<file path="config.mk">
export PLATFORM = sky130hd
export DESIGN_NAME = wallace_pipelined_mult
export DESIGN_NICKNAME = d
export VERILOG_FILES = /design/src/rtl/wallace_pipelined_mult.sv
export SDC_FILE = /design/constraint.sdc
export NUM_CORES = 2
export LEC_CHECK = 0
export ABC_CLOCK_PERIOD_IN_PS = 9400
export CORE_ASPECT_RATIO = 1.5
export CORE_MARGIN = 1
export CORE_UTILIZATION = 40
export CTS_CLUSTER_SIZE = 30
export DETAILED_ROUTE_END_ITERATION = 8
export GPL_TIMING_DRIVEN = 0
export PLACE_DENSITY = 0.57
export SLEW_MARGIN = 5
export SYNTH_ARGS = -nofsm -noshare
export SYNTH_HDL_FRONTEND = slang
export SYNTH_SLANG_ARGS = --single-unit
export TNS_END_PERCENT = 10
</file>
<file path="constraint.sdc">
create_clock -name clk -period 9.4 [get_ports clk]
set_clock_uncertainty 0.1 [all_clocks]
set_input_delay 0.94 -clock clk [delete_from_list [all_inputs] [get_ports clk]]
set_output_delay 0.94 -clock clk [all_outputs]
set_load 0.005 [all_outputs]
</file>
<file path="src/rtl/wallace_pipelined_mult.sv">
// Signed 33x33 multiplier: operand register, Wallace-tree carry-save reduction, then a final
// carry-propagate add. The 65-bit product wraps modulo 2^65 and has a latency of two edges.
module wallace_pipelined_mult (
  output logic [64:0] c,
  input  logic [32:0] a,
  input  logic [32:0] b,
  input  logic        clk,
  input  logic        rst
);

  localparam int unsigned NumRows   = 34;
  localparam int unsigned NumLevels = 8;

  logic [32:0] a_q, b_q;
  logic [64:0] bext;
  logic [64:0] pp   [NumRows];
  logic [64:0] rows [NumRows];
  logic [64:0] nxt  [NumRows];
  logic [64:0] sum_d, carry_d;
  logic [64:0] sum_q, carry_q;
  logic [64:0] c_q;

  // Rows 0..31 add b weighted by a[i]. Bit 32 of a has negative weight, so its row is
  // ~(b<<32) plus a separate +1 row (pp[33]); together they give -(b<<32).
  always_comb begin
    bext = {{32{b_q[32]}}, b_q};
    for (int i = 0; i < 32; i++) begin
      pp[i] = a_q[i] ? (bext << i) : '0;
    end
    pp[32] = a_q[32] ? ~(bext << 32) : '0;
    pp[33] = {64'd0, a_q[32]};
  end

  // Each level applies 3:2 compressors to groups of three rows and passes leftover rows
  // through. The row counts per level are 34, 23, 16, 11, 8, 6, 4, 3, 2.
  always_comb begin
    int n;
    int m;
    int base;
    rows = pp;
    nxt  = '{default: '0};
    n    = NumRows;
    for (int l = 0; l < NumLevels; l++) begin
      nxt = '{default: '0};
      m   = 0;
      for (int g = 0; g < NumRows / 3; g++) begin
        if (3 * g + 2 < n) begin
          nxt[m]     = rows[3*g] ^ rows[3*g+1] ^ rows[3*g+2];
          nxt[m + 1] = ((rows[3*g] & rows[3*g+1]) | (rows[3*g] & rows[3*g+2]) |
                        (rows[3*g+1] & rows[3*g+2])) << 1;
          m = m + 2;
        end
      end
      base = 3 * (n / 3);
      for (int k = 0; k < 2; k++) begin
        if (base + k < n) begin
          nxt[m] = rows[base + k];
          m = m + 1;
        end
      end
      rows = nxt;
      n    = m;
    end
    sum_d   = rows[0];
    carry_d = rows[1];
  end

  always_ff @(posedge clk or negedge rst) begin
    if (!rst) begin
      a_q     <= '0;
      b_q     <= '0;
      sum_q   <= '0;
      carry_q <= '0;
      c_q     <= '0;
    end else begin
      a_q     <= a;
      b_q     <= b;
      sum_q   <= sum_d;
      carry_q <= carry_d;
      c_q     <= sum_q + carry_q;
    end
  end

  assign c = c_q;

endmodule

</file>
Word-level counts from Yosys, hierarchy flattened --
Cells that the tools add are included. Widths: inputs -> output; s select.
Operators by class: muxes and demuxes 33, bitwise operators 225, add/subtract/negate cells 1
Operators by type and width (number):
- $and 64x64->64 | 94
- $or 64x64->64 | 64
- $xor 65x65->65 | 63
- $mux 65 | 33
- $and 64x1->64 | 2
- $add 65x65->65 | 1
- $not 65->65 | 1
- $xor 65x1->65 | 1
Word-level totals: register bits after elaboration 260, output and inout port bits 65

Logic depth before layout (Yosys ltp) --
depth in word-level cells 25, mapped depth 21, depth with buffers taken out 18

Worst setup path before layout --
Ideal clock, no wire load.
kind register to register, from reg a_q[32], to reg sum_q[64], cell stages (with the launch flop) 19, path buffers 0, arrival time 5.949 ns, period minus slack after synthesis 6.188 ns, setup slack 3.212 ns, cell sequence dfrtp_1 inv_1 nor2_1 fa_1 fa_1 inv_1 fa_1 fa_1 inv_1 fa_1 inv_1 fa_1 inv_1 fa_1 xnor2_1 xnor2_1 xnor2_1 xnor2_1 xnor2_1
On the way: cells in the longest elaborated chain, start to end 20
RTL lines:
- start: declaration | RTL line 14 | logic [32:0] a_q, b_q;
- start signal: assignment | RTL line 70 | a_q <= '0;
- start signal: assignment | RTL line 76 | a_q <= a;
- $mux 65 (*) | RTL line 30 | pp[32] = a_q[32] ? ~(bext << 32) : '0;
- $xor 65x65->65 | RTL line 48 | nxt[m] = rows[3*g] ^ rows[3*g+1] ^ rows[3*g+2];
- $and 64x64->64 | RTL line 49 | nxt[m + 1] = ((rows[3*g] & rows[3*g+1]) | (rows[3*g] & rows[3*g+2]) |
- $or 64x64->64 (2 in series) | RTL line 49
- $xor 65x65->65 (2 in series) | RTL line 48
- $and 64x64->64 | RTL line 49
- $or 64x64->64 (2 in series) | RTL line 49
- $and 64x64->64 | RTL line 49
- $or 64x64->64 (2 in series) | RTL line 49
- $xor 65x65->65 | RTL line 48
- $xor 65x1->65 | RTL line 48
- $and 64x64->64 | RTL line 49
- $or 64x64->64 (2 in series) | RTL line 49
- $xor 65x65->65 | RTL line 48
- $xor 65x65->65 (*) | RTL line 48
- named net sum_d[64] | RTL line 19 | logic [64:0] sum_d, carry_d;
- end signal: assignment | RTL line 78 | sum_q <= sum_d;
- end: declaration | RTL line 20 | logic [64:0] sum_q, carry_q;
Mark *: on every way through the listed nets, which the timed path passes. The rest lies on a longest branch.

Final worst setup path --
from reg a_q[28], to reg sum_q[36]
On the way: cells in the longest elaborated chain, start to end 22
RTL lines:
- $mux 65 (*) | RTL line 28 | pp[i] = a_q[i] ? (bext << i) : '0;
- $and 64x64->64 | RTL line 49
- $or 64x64->64 (2 in series) | RTL line 49
- $and 64x64->64 | RTL line 49
- $or 64x64->64 (2 in series) | RTL line 49
- $xor 65x65->65 (2 in series) | RTL line 48
- $and 64x64->64 | RTL line 49
- $or 64x64->64 (2 in series) | RTL line 49
- $and 64x64->64 | RTL line 49
- $or 64x64->64 (2 in series) | RTL line 49
- $xor 65x65->65 | RTL line 48
- $xor 65x1->65 | RTL line 48
- $and 64x64->64 | RTL line 49
- $or 64x64->64 (2 in series) | RTL line 49
- $xor 65x65->65 | RTL line 48
- $xor 65x65->65 (*) | RTL line 48
- named net sum_d[36] | RTL line 19
Marked as above.

==> metrics <==
CTS tree yes; r2r setup slk 1.48 ns; Post-Synthesis Cells 4,456; outcome complete, but fails checks; Max-Cap Viols 1; Die X 277 µm; Initial DRC Count 2,256; IO Pins 133; Setup Crit Path Kind register to register; vias 32,563; Yosys warning total 0; R2R cell count 15; post-synthesis average cell area 10.2 µm²; final setup fails 0; Hold Vio Cnt, Final 0; critical-path cell list clkbuf_1 > nand2_1 > fa_1 > inv_1 > fa_1 > inv_1 > fa_1 > inv_1 > fa_1 > inv_1 > fa_1 > fa_1 > fa_1 > fa_1 > inv_1; failing checks capacitance limit, slew limit; Post-synth EDFFs 0; Post-CTS Resized 0; Fmax 126 MHz; final wirelength 183 mm; most frequent cell on the critical path fa_1; R2R Path Start a_q[28]; first-pass GRT wire length 262 mm; setup_tns 0 ns; Worst-Margin Slew 1.54 ns; row cnt 150; Worst Path Required 9.84 ns; Chip Height 414 µm; Async SR Flop Fraction 1.00; IO buf count 132; slowest stage delay, CP 1.14 ns; synthesized area 0.0452 mm²; CP Capture Type register; DR pass1 iterations 5; kind of launch point of the worst setup path register; largest cells by area after synthesis fa_1 (49%), dfrtp_1 (14%), inv_1 (8.6%); initial antenna violation count 35; flops & latches, synth 259; htree depth 1; core area 0.112 mm²; cell taking the most area after synthesis fa_1; Remaining DRCs 0; grt total ovfl 0; Mapped Nets 5,840; RSZ-0062 raised after global routing no; HP Class primary input to async pin; Fillers 10,968; post-synthesis sequential area ratio 0.143; NumNets Final 6,007; Inserted Clock Buffers 30; hold buffers post-CTS 0; die area 0.114 mm²; Final GP Congestion 1.08; count of cell types in the netlist 63; share of layout cells above drive strength 1 0.0224; largest net degree at the start of global routing 101; Slowest-stage cell, CP fa_1; vias in the first global route 36,964; post-synth top area share 0.491; post-CTS setup buffers 0; CP arrival 8.36 ns; Initial Util 0.404; fin crit period 7.92 ns; Final ANT Viol Nets 0; Clock Sinks 259; root buffer cell clkbuf_16; vias per inst 5.33; Max clock buf depth 3; gr usage total 0.334; Final Max Slew Viols 11; worst-path maximum fanout 10; HPWL after DPL 145 mm; wire per inst 29.9 µm; Primary FF master, synth dfrtp_1; max_slew headroom -0.0269; Critical R2R Capture sum_q[36]; Clock transition at path regs 0.07 ns; Area Overhead vs Synth 9.70%; fin crit share 0.842; worst-skew pair later-pin latency 0.69 ns
-- metrics by stage --
step | instance area [µm²] | util | setup slack (ns) | instances | hold slack (ns)
after floorplan | 45200 | - | 3.21 | 4456 | 0.231
after global placement | 48400 | 0.432 | -4.42 | 6032 | 0.243
after detailed placement | 48400 | 0.433 | 1.94 | 6035 | 0.238
after CTS | 49600 | 0.443 | 1.90 | 6091 | 0.148
after global routing | 49600 | 0.443 | 1.47 | 6091 | 0.135
final | 49600 | 0.444 | 1.48 | 6107 | 0.110
-- state kept, by name (all words and copies together) (netlist names) --
name	cells
c	65
sum_q	65
a_q	33
b_q	33
carry_q	63
-- worst max-delay path, delay by kind of cell (launching register included) --
family | cells | cell delay, ns
fa+ha+maj | 8 | 4.89
simple gates | 1 | 0.22
buf+inv | 6 | 1.48
flops | 1 | 1.04
-- cells in the mapped netlist (all sizes together), types with 7 or more instances --
library cell and n:
a21oi 81, nor3 13, o21ai 45, xnor2 84, nand3 7, o21a 16, buf 9, a31oi 7
xor2 39, clkbuf 217, and2 576, nor2 40, nor2b 13, a21o 29, maj3 22, inv 1032
nand2 545, nand4 15, fa 1109, nand2b 35, dfrtp 259, a211oi 11, ha 207, o21bai 11
-- how the worst max path moves through the flow --
stage | startpoint | to | slack, ns
floorplan | a_q[32] | sum_q[64] | 3.21
global placement | rst | carry_q[52] | -4.42
detailed placement | a_q[0] | sum_q[52] | 1.94
CTS | a_q[0] | sum_q[64] | 1.90
global route | a_q[28] | sum_q[36] | 1.47
finish | a_q[28] | sum_q[36] | 1.48
-- layout make-up --
class / count / area (µm²) / share of cell area
diodes: 16 / 40.0 / 0.000807
plain buffers: 226 / 875 / 0.0176
clock buffers: 33 / 803 / 0.0162
clock inverters: 23 / 334 / 0.00673
inverters: 1032 / 3870 / 0.0781
multi-input cells: 2939 / 34000 / 0.685
flip-flops and latches: 259 / 6480 / 0.131
well taps: 1444 / 1810 / 0.0364
repair buffers: 135 / 1400 / 0.0282
-- cell families after synthesis --
kind of cell,synth area share
DFF,0.143
xor gates and xnor gates,0.0238
adders and majority gates,0.553
and+or+nand+nor,0.141
buffers and inverters,0.105
AOI/OAI and AO/OA,0.0340
-- layer usage --
metal	share of wire	wire, µm	track usage
met1	0.31	56300	0.331
met2	0.48	87500	0.562
met3	0.083	15200	0.0870
met4	0.13	23400	0.337
met5	0.00067	122	0
-- layout by cell type (no fill, tap or decap), drive strengths merged, types with 3 or more instances in the layout --
master,synthesis,final
o31ai,4,4
nand4,15,15
clkbuf,217,250
o211ai,6,6
nor3,13,13
xor2,39,39
bufinv,0,7
xnor2,84,84
o21a,16,16
clkinvlp,0,9
o21bai,11,11
a21o,29,29
a21oi,81,81
clkdlybuf4s50,0,131
inv,1032,1034
buf,9,13
and2,576,576
fa,1109,1109
nor2,40,40
a31oi,7,7
dfrtp,259,259
a211oi,11,11
maj3,22,22
ha,207,207
nor2b,13,13
o21ai,45,45
nand2,545,545
nand2b,35,35
nand3,7,7
a21boi,3,3
clkinv,0,5
diode,0,16
Power is not shown: default switching activity piles up to over one toggle a cycle in this logic, so the estimate is an artifact.
